File: config.mk
export PLATFORM = sky130hd
export DESIGN_NAME = updown_count_ctrl_flat
export DESIGN_NICKNAME = d
export VERILOG_FILES = /design/src/rtl/updown_pkg.sv /design/src/rtl/updown_if.sv /design/src/rtl/updown_core.sv /design/src/rtl/updown_count_ctrl.sv /design/src/flat_wrapper.sv
export SDC_FILE = /design/constraint.sdc
export NUM_CORES = 1
export LEC_CHECK = 0
export CAP_MARGIN = 20
export CORE_ASPECT_RATIO = 1.2
export CORE_MARGIN = 4
export CORE_UTILIZATION = 55
export DETAILED_ROUTE_END_ITERATION = 8
export GPL_ROUTABILITY_DRIVEN = 1
export PLACE_DENSITY = 0.88
export SLEW_MARGIN = 20
export SYNTH_ARGS = -nofsm -noshare
export SYNTH_HDL_FRONTEND = slang
export SYNTH_HIERARCHICAL = 1
export SYNTH_SLANG_ARGS = --single-unit
File: constraint.sdc
create_clock -name clk -period 2.75 [get_ports clk]
set_input_delay 0.275 -clock clk [delete_from_list [all_inputs] [get_ports clk]]
set_output_delay 0.275 -clock clk [all_outputs]
set_load 0.05 [all_outputs]
File: src/rtl/updown_pkg.sv
// Shared constants and FSM encoding for the command-driven up/down count sequencer.
package updown_pkg;

    localparam int WIDTH_DEFAULT = 5;

    localparam logic [1:0] OP_LOAD     = 2'b00;
    localparam logic [1:0] OP_UP       = 2'b01;
    localparam logic [1:0] OP_DOWN     = 2'b10;
    localparam logic [1:0] OP_PINGPONG = 2'b11;

    localparam logic DIR_UP   = 1'b1;
    localparam logic DIR_DOWN = 1'b0;

    typedef enum logic [2:0] {
        ST_IDLE     = 3'd0,
        ST_RUN_UP   = 3'd1,
        ST_RUN_DOWN = 3'd2,
        ST_PP_UP    = 3'd3,
        ST_PP_DOWN  = 3'd4
    } state_e;

endpackage

File: src/rtl/updown_if.sv
// Command handshake and status bundle between a host sequencer and updown_count_ctrl.
interface updown_if #(parameter int WIDTH = 5);

    logic             cmd_valid;
    logic             cmd_ready;
    logic [1:0]       cmd_op;
    logic [WIDTH-1:0] cmd_arg;
    logic             hold;
    logic [WIDTH-1:0] count;
    logic             busy;
    logic             done;
    logic             wrap;

    modport master (
        output cmd_valid, cmd_op, cmd_arg, hold,
        input  cmd_ready, count, busy, done, wrap
    );

    modport slave (
        input  cmd_valid, cmd_op, cmd_arg, hold,
        output cmd_ready, count, busy, done, wrap
    );

endinterface

File: src/rtl/updown_core.sv
// WIDTH-bit wrap-around up/down count register with load and a look-ahead wrap flag.
module updown_core
    import updown_pkg::*;
#(
    parameter int WIDTH = 5
) (
    input  logic             clk,
    input  logic             reset,
    input  logic             load,
    input  logic [WIDTH-1:0] load_val,
    input  logic             en,
    input  logic             dir,
    output logic [WIDTH-1:0] count,
    output logic             wrap_next
);

    localparam logic [WIDTH-1:0] ZERO = {WIDTH{1'b0}};
    localparam logic [WIDTH-1:0] ONE  = {{(WIDTH-1){1'b0}}, 1'b1};
    localparam logic [WIDTH-1:0] MAXV = {WIDTH{1'b1}};

    // Count register: reset, then load, then step.
    always_ff @(posedge clk) begin
        if (reset) begin
            count <= ZERO;
        end else if (load) begin
            count <= load_val;
        end else if (en) begin
            count <= (dir == DIR_UP) ? (count + ONE) : (count - ONE);
        end else begin
            count <= count;
        end
    end

    // Flags a step that is about to cross the MAXV <-> 0 boundary.
    always_comb begin
        wrap_next = 1'b0;
        if (en && !load) begin
            wrap_next = (dir == DIR_UP) ? (count == MAXV) : (count == ZERO);
        end else begin
            wrap_next = 1'b0;
        end
    end

endmodule

File: src/rtl/updown_count_ctrl.sv
// Command sequencer: accepts LOAD/UP/DOWN/PINGPONG commands and schedules steps
// of one updown_core, reporting busy, done and wrap.
module updown_count_ctrl
    import updown_pkg::*;
#(
    parameter int WIDTH = 5
) (
    input  logic     clk,
    input  logic     reset,
    updown_if.slave  bus
);

    localparam logic [WIDTH-1:0] ZERO = {WIDTH{1'b0}};
    localparam logic [WIDTH-1:0] ONE  = {{(WIDTH-1){1'b0}}, 1'b1};

    state_e           state_r;
    state_e           state_next_s;
    logic [WIDTH-1:0] remaining_r;
    logic [WIDTH-1:0] remaining_next_s;
    logic             done_r;
    logic             done_next_s;
    logic             wrap_r;
    logic             load_s;
    logic             en_s;
    logic             dir_s;
    logic             wrap_next_s;
    logic [WIDTH-1:0] count_s;
    logic [WIDTH-1:0] count_inc_s;

    updown_core #(.WIDTH(WIDTH)) u_core (
        .clk       (clk),
        .reset     (reset),
        .load      (load_s),
        .load_val  (bus.cmd_arg),
        .en        (en_s),
        .dir       (dir_s),
        .count     (count_s),
        .wrap_next (wrap_next_s)
    );

    assign count_inc_s = count_s + ONE;

    // Next-state and step control; remaining_r holds the sweep peak in the PP states.
    always_comb begin
        state_next_s     = state_r;
        remaining_next_s = remaining_r;
        done_next_s      = 1'b0;
        load_s           = 1'b0;
        en_s             = 1'b0;
        dir_s            = DIR_UP;
        case (state_r)
            ST_IDLE: begin
                if (bus.cmd_valid) begin
                    case (bus.cmd_op)
                        OP_LOAD: begin
                            load_s      = 1'b1;
                            done_next_s = 1'b1;
                        end
                        OP_UP, OP_DOWN: begin
                            if (bus.cmd_arg == ZERO) begin
                                done_next_s = 1'b1;
                            end else begin
                                remaining_next_s = bus.cmd_arg;
                                state_next_s     = (bus.cmd_op == OP_UP) ? ST_RUN_UP : ST_RUN_DOWN;
                            end
                        end
                        OP_PINGPONG: begin
                            remaining_next_s = bus.cmd_arg;
                            state_next_s     = (count_s == bus.cmd_arg) ? ST_PP_DOWN : ST_PP_UP;
                        end
                        default: begin
                            state_next_s = ST_IDLE;
                        end
                    endcase
                end else begin
                    state_next_s = ST_IDLE;
                end
            end
            ST_RUN_UP, ST_RUN_DOWN: begin
                if (!bus.hold) begin
                    en_s             = 1'b1;
                    dir_s            = (state_r == ST_RUN_UP) ? DIR_UP : DIR_DOWN;
                    remaining_next_s = remaining_r - ONE;
                    if (remaining_r == ONE) begin
                        done_next_s  = 1'b1;
                        state_next_s = ST_IDLE;
                    end else begin
                        state_next_s = state_r;
                    end
                end else begin
                    state_next_s = state_r;
                end
            end
            ST_PP_UP: begin
                if (!bus.hold) begin
                    en_s  = 1'b1;
                    dir_s = DIR_UP;
                    if (count_inc_s == remaining_r) begin
                        state_next_s = ST_PP_DOWN;
                    end else begin
                        state_next_s = ST_PP_UP;
                    end
                end else begin
                    state_next_s = ST_PP_UP;
                end
            end
            ST_PP_DOWN: begin
                // Entering at zero finishes without a step; otherwise finish on the step to zero.
                if (!bus.hold) begin
                    if (count_s == ZERO) begin
                        done_next_s  = 1'b1;
                        state_next_s = ST_IDLE;
                    end else begin
                        en_s  = 1'b1;
                        dir_s = DIR_DOWN;
                        if (count_s == ONE) begin
                            done_next_s  = 1'b1;
                            state_next_s = ST_IDLE;
                        end else begin
                            state_next_s = ST_PP_DOWN;
                        end
                    end
                end else begin
                    state_next_s = ST_PP_DOWN;
                end
            end
            default: begin
                state_next_s     = ST_IDLE;
                remaining_next_s = ZERO;
            end
        endcase
    end

    // State, step counter and pulse registers.
    always_ff @(posedge clk) begin
        if (reset) begin
            state_r     <= ST_IDLE;
            remaining_r <= ZERO;
            done_r      <= 1'b0;
            wrap_r      <= 1'b0;
        end else begin
            state_r     <= state_next_s;
            remaining_r <= remaining_next_s;
            done_r      <= done_next_s;
            wrap_r      <= wrap_next_s;
        end
    end

    assign bus.cmd_ready = (state_r == ST_IDLE);
    assign bus.busy      = (state_r != ST_IDLE);
    assign bus.count     = count_s;
    assign bus.done      = done_r;
    assign bus.wrap      = wrap_r;

endmodule

File: src/flat_wrapper.sv
// flat-port wrapper written by rule: the top's interface ports become plain ports
module updown_count_ctrl_flat import updown_pkg::*;
#(
    parameter int WIDTH = 5
)
  (clk, reset, bus_cmd_valid, bus_cmd_op, bus_cmd_arg, bus_hold, bus_cmd_ready, bus_count, bus_busy, bus_done, bus_wrap);
  updown_if #(.WIDTH(WIDTH)) bus_i ();
  input  logic clk;
  input  logic reset;
  input wire logic [$bits(bus_i.cmd_valid)-1:0] bus_cmd_valid;
  input wire logic [$bits(bus_i.cmd_op)-1:0] bus_cmd_op;
  input wire logic [$bits(bus_i.cmd_arg)-1:0] bus_cmd_arg;
  input wire logic [$bits(bus_i.hold)-1:0] bus_hold;
  output wire logic [$bits(bus_i.cmd_ready)-1:0] bus_cmd_ready;
  output wire logic [$bits(bus_i.count)-1:0] bus_count;
  output wire logic [$bits(bus_i.busy)-1:0] bus_busy;
  output wire logic [$bits(bus_i.done)-1:0] bus_done;
  output wire logic [$bits(bus_i.wrap)-1:0] bus_wrap;
  assign bus_i.cmd_valid = bus_cmd_valid;
  assign bus_i.cmd_op = bus_cmd_op;
  assign bus_i.cmd_arg = bus_cmd_arg;
  assign bus_i.hold = bus_hold;
  assign bus_cmd_ready = bus_i.cmd_ready;
  assign bus_count = bus_i.count;
  assign bus_busy = bus_i.busy;
  assign bus_done = bus_i.done;
  assign bus_wrap = bus_i.wrap;
  updown_count_ctrl #(.WIDTH(WIDTH)) u_core (.clk(clk), .reset(reset), .bus(bus_i));
endmodule
; After elaboration in Yosys (flattened, before gate mapping)
; Index checks and enable logic that the tools add are counted.
; W data, S select, Z words.
[op_classes]
addsub = 3
n_eq_ne = 19
muxes = 43
bitwise = 2
reduce_logical = 15
[op_table]
columns = operator, count
row1 = $mux W3, 10
row2 = $mux W5, 6
row3 = $mux W1, 18
row4 = $pmux W5 S3, 1
row5 = $pmux W3 S4, 1
row6 = $eq A5 B1 Y1 const B, 2
row7 = $eq A5 B5 Y1, 2
row8 = $logic_not A5 Y1, 2
row9 = $pmux W5 S2, 1
row10 = $sub A5 B1 Y5 const B, 2
row11 = $reduce_or A2 Y1, 4
row12 = $eq A3 B2 Y1 const B, 2
row13 = $pmux W1 S2, 3
row14 = $pmux W3 S2, 1
row15 = $add A5 B1 Y5 const B, 1
row16 = $eq A5 B5 Y1 const B, 1
row17 = $reduce_and A5 Y1, 1
row18 = $eq A2 B2 Y1 const B, 2
row19 = $ne A2 B2 Y1 const B, 2
row20 = $ne A4 B2 Y1 const B, 1
row21 = $ne A4 B4 Y1 const B, 1
row22 = $reduce_and A4 Y1, 1
row23 = $eq A3 B1 Y1 const B, 1
row24 = $eq A3 B3 Y1 const B, 1
row25 = 14 further kinds, 15
[word_totals]
register_bits = 15
in_bits = 11
out_inout_bits = 9
elab_cells = 87

; Logic depth before layout (Yosys ltp)
[logic_depth]
depth_word = 8
mapped_depth = 11
depth_no_buf = 11

; Modules after synthesis
; Netlist, hierarchy kept.
[by_module_without_submodules]
columns = module, n_inst, cells_each, area_each_um2, seq_area_each_um2
row1 = updown_count_ctrl, 1, 136, 1102.3, 200.2
row2 = updown_core, 1, 50, 426.7, 100.1

; Least setup slack after synthesis
; Ideal clock, no wire load.
[synth_timing]
path_kind = flip-flop to flip-flop
from = reg u_core.u_core.count[0]
to = reg u_core.u_core.count[2]
setup_time_ns = 0.114
arrival_ns = 2.703
required_ns = 2.636
setup_slack_ns = -0.067
stages_incl_launch_ff = 11
n_path_buf = 0
period_less_slack_ns = 2.817
cell_sequence = dfxtp_1 -> inv_1 -> ha_1 -> a21oi_1 -> mux2i_1 -> or3_1 -> fa_1 -> xnor2_1 -> mux2_2 -> mux2i_1 -> nor2_1
[synth_via]
elab_chain_len = 7
elab_cells_between_ends = 13
cone_classes = 2 x add/sub / 9 x mux / 2 x reduce/logical
[synth_rtl]
columns = element, line_no
row1 = from (decl), updown_core.sv:13  ; output logic [WIDTH-1:0] count,
row2 = from (signal assigned), updown_core.sv:26  ; count <= load_val;
row3 = from (signal assigned), updown_core.sv:28  ; count <= (dir == DIR_UP) ? (count + ONE) : (count - ONE);
row4 = from (signal assigned), updown_core.sv:30  ; count <= count;
row5 = $logic_not A5 Y1, updown_count_ctrl.sv:110  ; if (count_s == ZERO) begin
row6 = $mux W1, updown_count_ctrl.sv:110
row7 = $mux W1, updown_count_ctrl.sv:109  ; if (!bus.hold) begin
row8 = $pmux W1 S2, updown_count_ctrl.sv:51  ; case (state_r)
row9 = named net u_core.dir_s, updown_count_ctrl.sv:25  ; logic dir_s;
row10 = $mux W5, updown_core.sv:28
row11 = $mux W5, updown_core.sv:27  ; end else if (en) begin
row12 = $mux W5, updown_core.sv:25  ; end else if (load) begin
; The timed path passes the listed nets, and every way through them passes these cells. The select of a mux whose other input is x is not followed.
; A chain may end at the register's enable or synchronous reset.

; Worst setup path after layout
[layout_timing]
from = reg u_core.u_core.count[0]
to = reg u_core.u_core.count[4]
; The elaborated chain is that of the path after synthesis.

==> impl_summary.txt <==
----------------------------------------------------
[Final layout]
  Number of nets in the layout ... around 240
  Top library cells by usage in the layout, fill and taps aside ... sky130_fd_sc_hd__nor2_1 (20), sky130_fd_sc_hd__clkdlybuf4s50_1 (19), sky130_fd_sc_hd__dfxtp_1 (13), sky130_fd_sc_hd__a21oi_1 (12), sky130_fd_sc_hd__ha_1 (12)
  Leading cell type in the layout, fill and taps excluded ... sky130_fd_sc_hd__nor2_1
  Final instance count without filler cells ... ~240
  P&R area growth vs syn ... 17.35%
  Layout cells sized above 1 ... between 15 and 20%
  Number of antenna diodes ... 0
  Fin area ... 0.001794 sq mm

[Placement]
  Count of input and output buffers ... 19
  Final weighted congestion of routability-driven global placement ... 0.9162
  Post-DP Area ... approximately 0.0017 sq mm
  Placed cells ... between 200 and 250
  Minimum setup slack after placement ... 0.1256 ns
  Post-DP HPWL ... 3048 microns

[Timing]
  Setup Viol. Count Final ... 0
  Hold Fails Final Rpt ... 0
  Achievable clock frequency ... between 300 and 400 MHz
  Worst Hold Slack ... roughly 0.56 ns
  Slew at the pin closest to its max-slew limit ... about 0.70 ns
  Relative max-transition margin ... a little over half
  Post-route fraction of the period consumed by the critical path ... 96.92%
  Number of max-slew violations in the final report ... 0
  Final Worst Setup Slack ... ~0.085 ns
  Worst Skew ... 0.001572 ns
  Final critical path time including I/O delays and setup ... between 2 and 3 ns

[Critical path]
  CP top delay family ... compound AO/OA/AOI/OAI gates
  Chain of cells forming the critical path ... inv_1 -> ha_1 -> a21oi_1 -> mux2i_1 -> or3_4 -> inv_2 -> ha_1 -> nor2b_1 -> o21a_1 -> o211ai_1 -> o311ai_2
  Classification of the worst setup path ... reg -> reg
  Cell repeated most along the worst path ... sky130_fd_sc_hd__ha_1
  Buffering stage count on the worst path with inverters included ... 2
  Reg2reg setup slack ... between 0.08 and 0.09 ns
  Arrival time of the worst setup path ... 2.84 ns
  Required arrival time at the worst endpoint ... ~2.9 ns
  Largest fanout on the critical path ... 12
  Worst Setup Start Kind ... flop
  Crit end category ... flop
  Max incr delay on CP ... between 0.4 and 0.5 ns
  Slowest-stage cell, CP ... sky130_fd_sc_hd__dfxtp_4

[Yosys]
  Number of synthesized register bits ... 15
  Fraction of registers with async set/reset ... 0%
  Xor and xnor area share after synthesis ... approximately a tenth
  Yosys warns ... 6
  Post-synthesis simple-gate area fraction ... 26.92%
  Post-synthesis share of cell area spent on full adders, half adders and majority gates ... between 10% and 20%
  Share of synthesized area occupied by flip-flops and latches ... roughly a fifth
  Count of mapped cells out of synthesis ... around 190
  Combinational family with the most area after synthesis ... simple AND/OR/NAND/NOR gates
  Post-Syn Area per Cell ... 8.220 sq um
  Top flip-flop cell by instance count after synthesis ... sky130_fd_sc_hd__dfxtp_1
  Post-synth design cell area ... about 0.0015 sq mm
  Number of library cell types mapped by synthesis ... 56
  Compound-Gate Fraction of Synth Area ... 21.60%
  Share of cell area taken by muxes after synthesis ... about 2.7%
  Post-synth net total ... 210
  Number of enable-type register cells in the synthesized netlist ... 0

[Power and ir drop]
  IR drop worst, VDD ... between 200 and 300 uV
  Leakage ... between 0.6 and 0.7 nW
  Areal power density over the cells ... ~420 mW/mm^2
  Total power of the final layout ... roughly 0.00076 W

[CTS]
  Total CTS buffers ... 3
  CTS tree ... yes
  Source-to-sink clock delay at the later pin of the worst-skew pair ... about 0.30 ns
  Root Driver ... sky130_fd_sc_hd__clkbuf_4
  Clock H-tree levels ... 1
  Clock input transition at the sequential cells of the worst setup and hold paths ... roughly 0.1 ns
  Sinks on the clock net ... 15
  Clock Tree Buf Depth ... 2

[Global routing]
  Wire length of the first global-routing pass ... approximately 6700 microns
  All-Layer GR Usage ... a little under a quarter
  Pin count of the biggest net entering global routing ... 13
  Number of global-route vias before repair ... about 1500
  Grt ovf ... 0
  Initial antenna violation count ... 0

[Floorplanning]
  CORE AREA ... between 0.002 and 0.003 sq mm
  Die area ... between 0.003 and 0.004 sq mm
  Die X-Extent ... about 56 microns
  Count of standard-cell rows ... 20
  Die Ht ... between 60 and 70 microns
  Initial cell density of the core ... 58.75%
  Number of I/O pins ... 20

[Routing]
  Antenna Nets Post-Route ... 0
  First-pass detailed-route iteration total ... 4
  Total via count after detailed routing ... around 1500
  Drt via density ... approximately 6
  Detailed Route Iter0 Violations ... 64
  Number of DRC violations after detailed routing ... 0
  Detailed-route wire length ... 4061 microns
  Wire length per cell after detailed routing ... ~17 microns

[Run]
  MaxCap Viol Count ... 0

[Hold path]
  Path class of the lowest-slack min-delay path ... reg -> reg

[Outcome]
  Status ... finished, final reports clean

----------------------------------------------------
## metal layers
metal / vias up / GRT usage [%] / wire length, microns
met1: 684 / 26.16 / 1653
met2: 58 / 40.35 / 2061
met4: 0 / 11.57 / 126
li1: 713 / - / -
met3: 13 / 4.126 / 220
met5: - / 0 / 0
## final timing paths
path                                        startpoint                      to  cells past startpoint
worst max-delay path            u_core/u_core/count[0]  u_core/u_core/count[4]                     11
worst min-delay path             u_core/remaining_r[4]   u_core/remaining_r[4]                      2
worst max register to register  u_core/u_core/count[0]  u_core/u_core/count[4]                     11
worst min register to register   u_core/remaining_r[4]   u_core/remaining_r[4]                      2
## worst register-to-register path: stages (launching register included)
cell and delay (ns):
sky130_fd_sc_hd__dfxtp_4 0.45, sky130_fd_sc_hd__inv_1 0.06, sky130_fd_sc_hd__ha_1 0.22, sky130_fd_sc_hd__a21oi_1 0.20, sky130_fd_sc_hd__mux2i_1 0.13, sky130_fd_sc_hd__or3_4 0.39
sky130_fd_sc_hd__inv_2 0.11, sky130_fd_sc_hd__ha_1 0.28, sky130_fd_sc_hd__nor2b_1 0.15, sky130_fd_sc_hd__o21a_1 0.19, sky130_fd_sc_hd__o211ai_1 0.20, sky130_fd_sc_hd__o311ai_2 0.15
## Yosys cell counts, types with 3 or more instances
master | number | area (sq um)
sky130_fd_sc_hd__a211oi_1 | 3 | 22.52
sky130_fd_sc_hd__a21oi_1 | 12 | 60.06
sky130_fd_sc_hd__a311oi_1 | 3 | 26.28
sky130_fd_sc_hd__buf_6 | 4 | 45.04
sky130_fd_sc_hd__dfxtp_1 | 15 | 300.3
sky130_fd_sc_hd__ha_1 | 12 | 150.1
sky130_fd_sc_hd__inv_1 | 12 | 45.04
sky130_fd_sc_hd__mux2i_1 | 3 | 30.03
sky130_fd_sc_hd__nand2_1 | 6 | 22.52
sky130_fd_sc_hd__nand3_1 | 6 | 30.03
sky130_fd_sc_hd__nor2_1 | 20 | 75.07
sky130_fd_sc_hd__nor2b_1 | 6 | 37.54
sky130_fd_sc_hd__nor3_1 | 4 | 20.02
sky130_fd_sc_hd__nor3b_1 | 4 | 30.03
sky130_fd_sc_hd__or3_1 | 7 | 43.79
sky130_fd_sc_hd__xnor2_1 | 10 | 87.58
sky130_fd_sc_hd__xor2_1 | 7 | 61.31
## final cells by class
type / instances / area [sq um]
Sequential cell: 15 / 307.8
Inverter: 14 / 52.55
Tap cell: 33 / 41.29
Clock buffer: 3 / 22.52
Multi-Input combinational cell: 150 / 1115
Clock inverter: 1 / 5.005
Timing Repair Buffer: 27 / 250.2
Fill cell: 212 / 808.3
## state kept, by name (all words and copies together), names as in the netlist
| signal | flops |
|---|---|
| u_core/remaining_r | 5 |
| u_core/u_core/count | 5 |
| u_core/state_r | 3 |
| u_core/bus.done | 1 |
| u_core/bus.wrap | 1 |
## cell families after synthesis
group,after synthesis
simple gates,72
compound gates,44
buf+inv,21
xor+xnor,17
flops,15
fa+ha+maj,13
mux,4
## per-stage QoR
| stage | setup TNS (ns) | util (%) |
|---|---|---|
| floorplan | 0 | - |
| global placement | 0 | 67.21 |
| detailed placement | 0 | 67.21 |
| CTS | 0 | 68.27 |
| global route | -0.03853 | 68.94 |
| finish | 0 | 68.94 |
## timing repair
| item | in CTS | in global routing |
|---|---|---|
| setup endpoints to repair | 0 | 3 |
| gates resized for setup | 0 | 5 |
| hold buffers | 0 | 0 |
| buffers inserted | 0 | 0 |
## where the power goes
part | leakage (nW) | switching [W] | internal [W]
registers | 0.124 | 0.0000362 | 0.000236
clock network | 0.0177 | 0.0000823 | 0.0000543
logic | 0.552 | 0.000200 | 0.000152
Power figures use the tool's default switching activity.
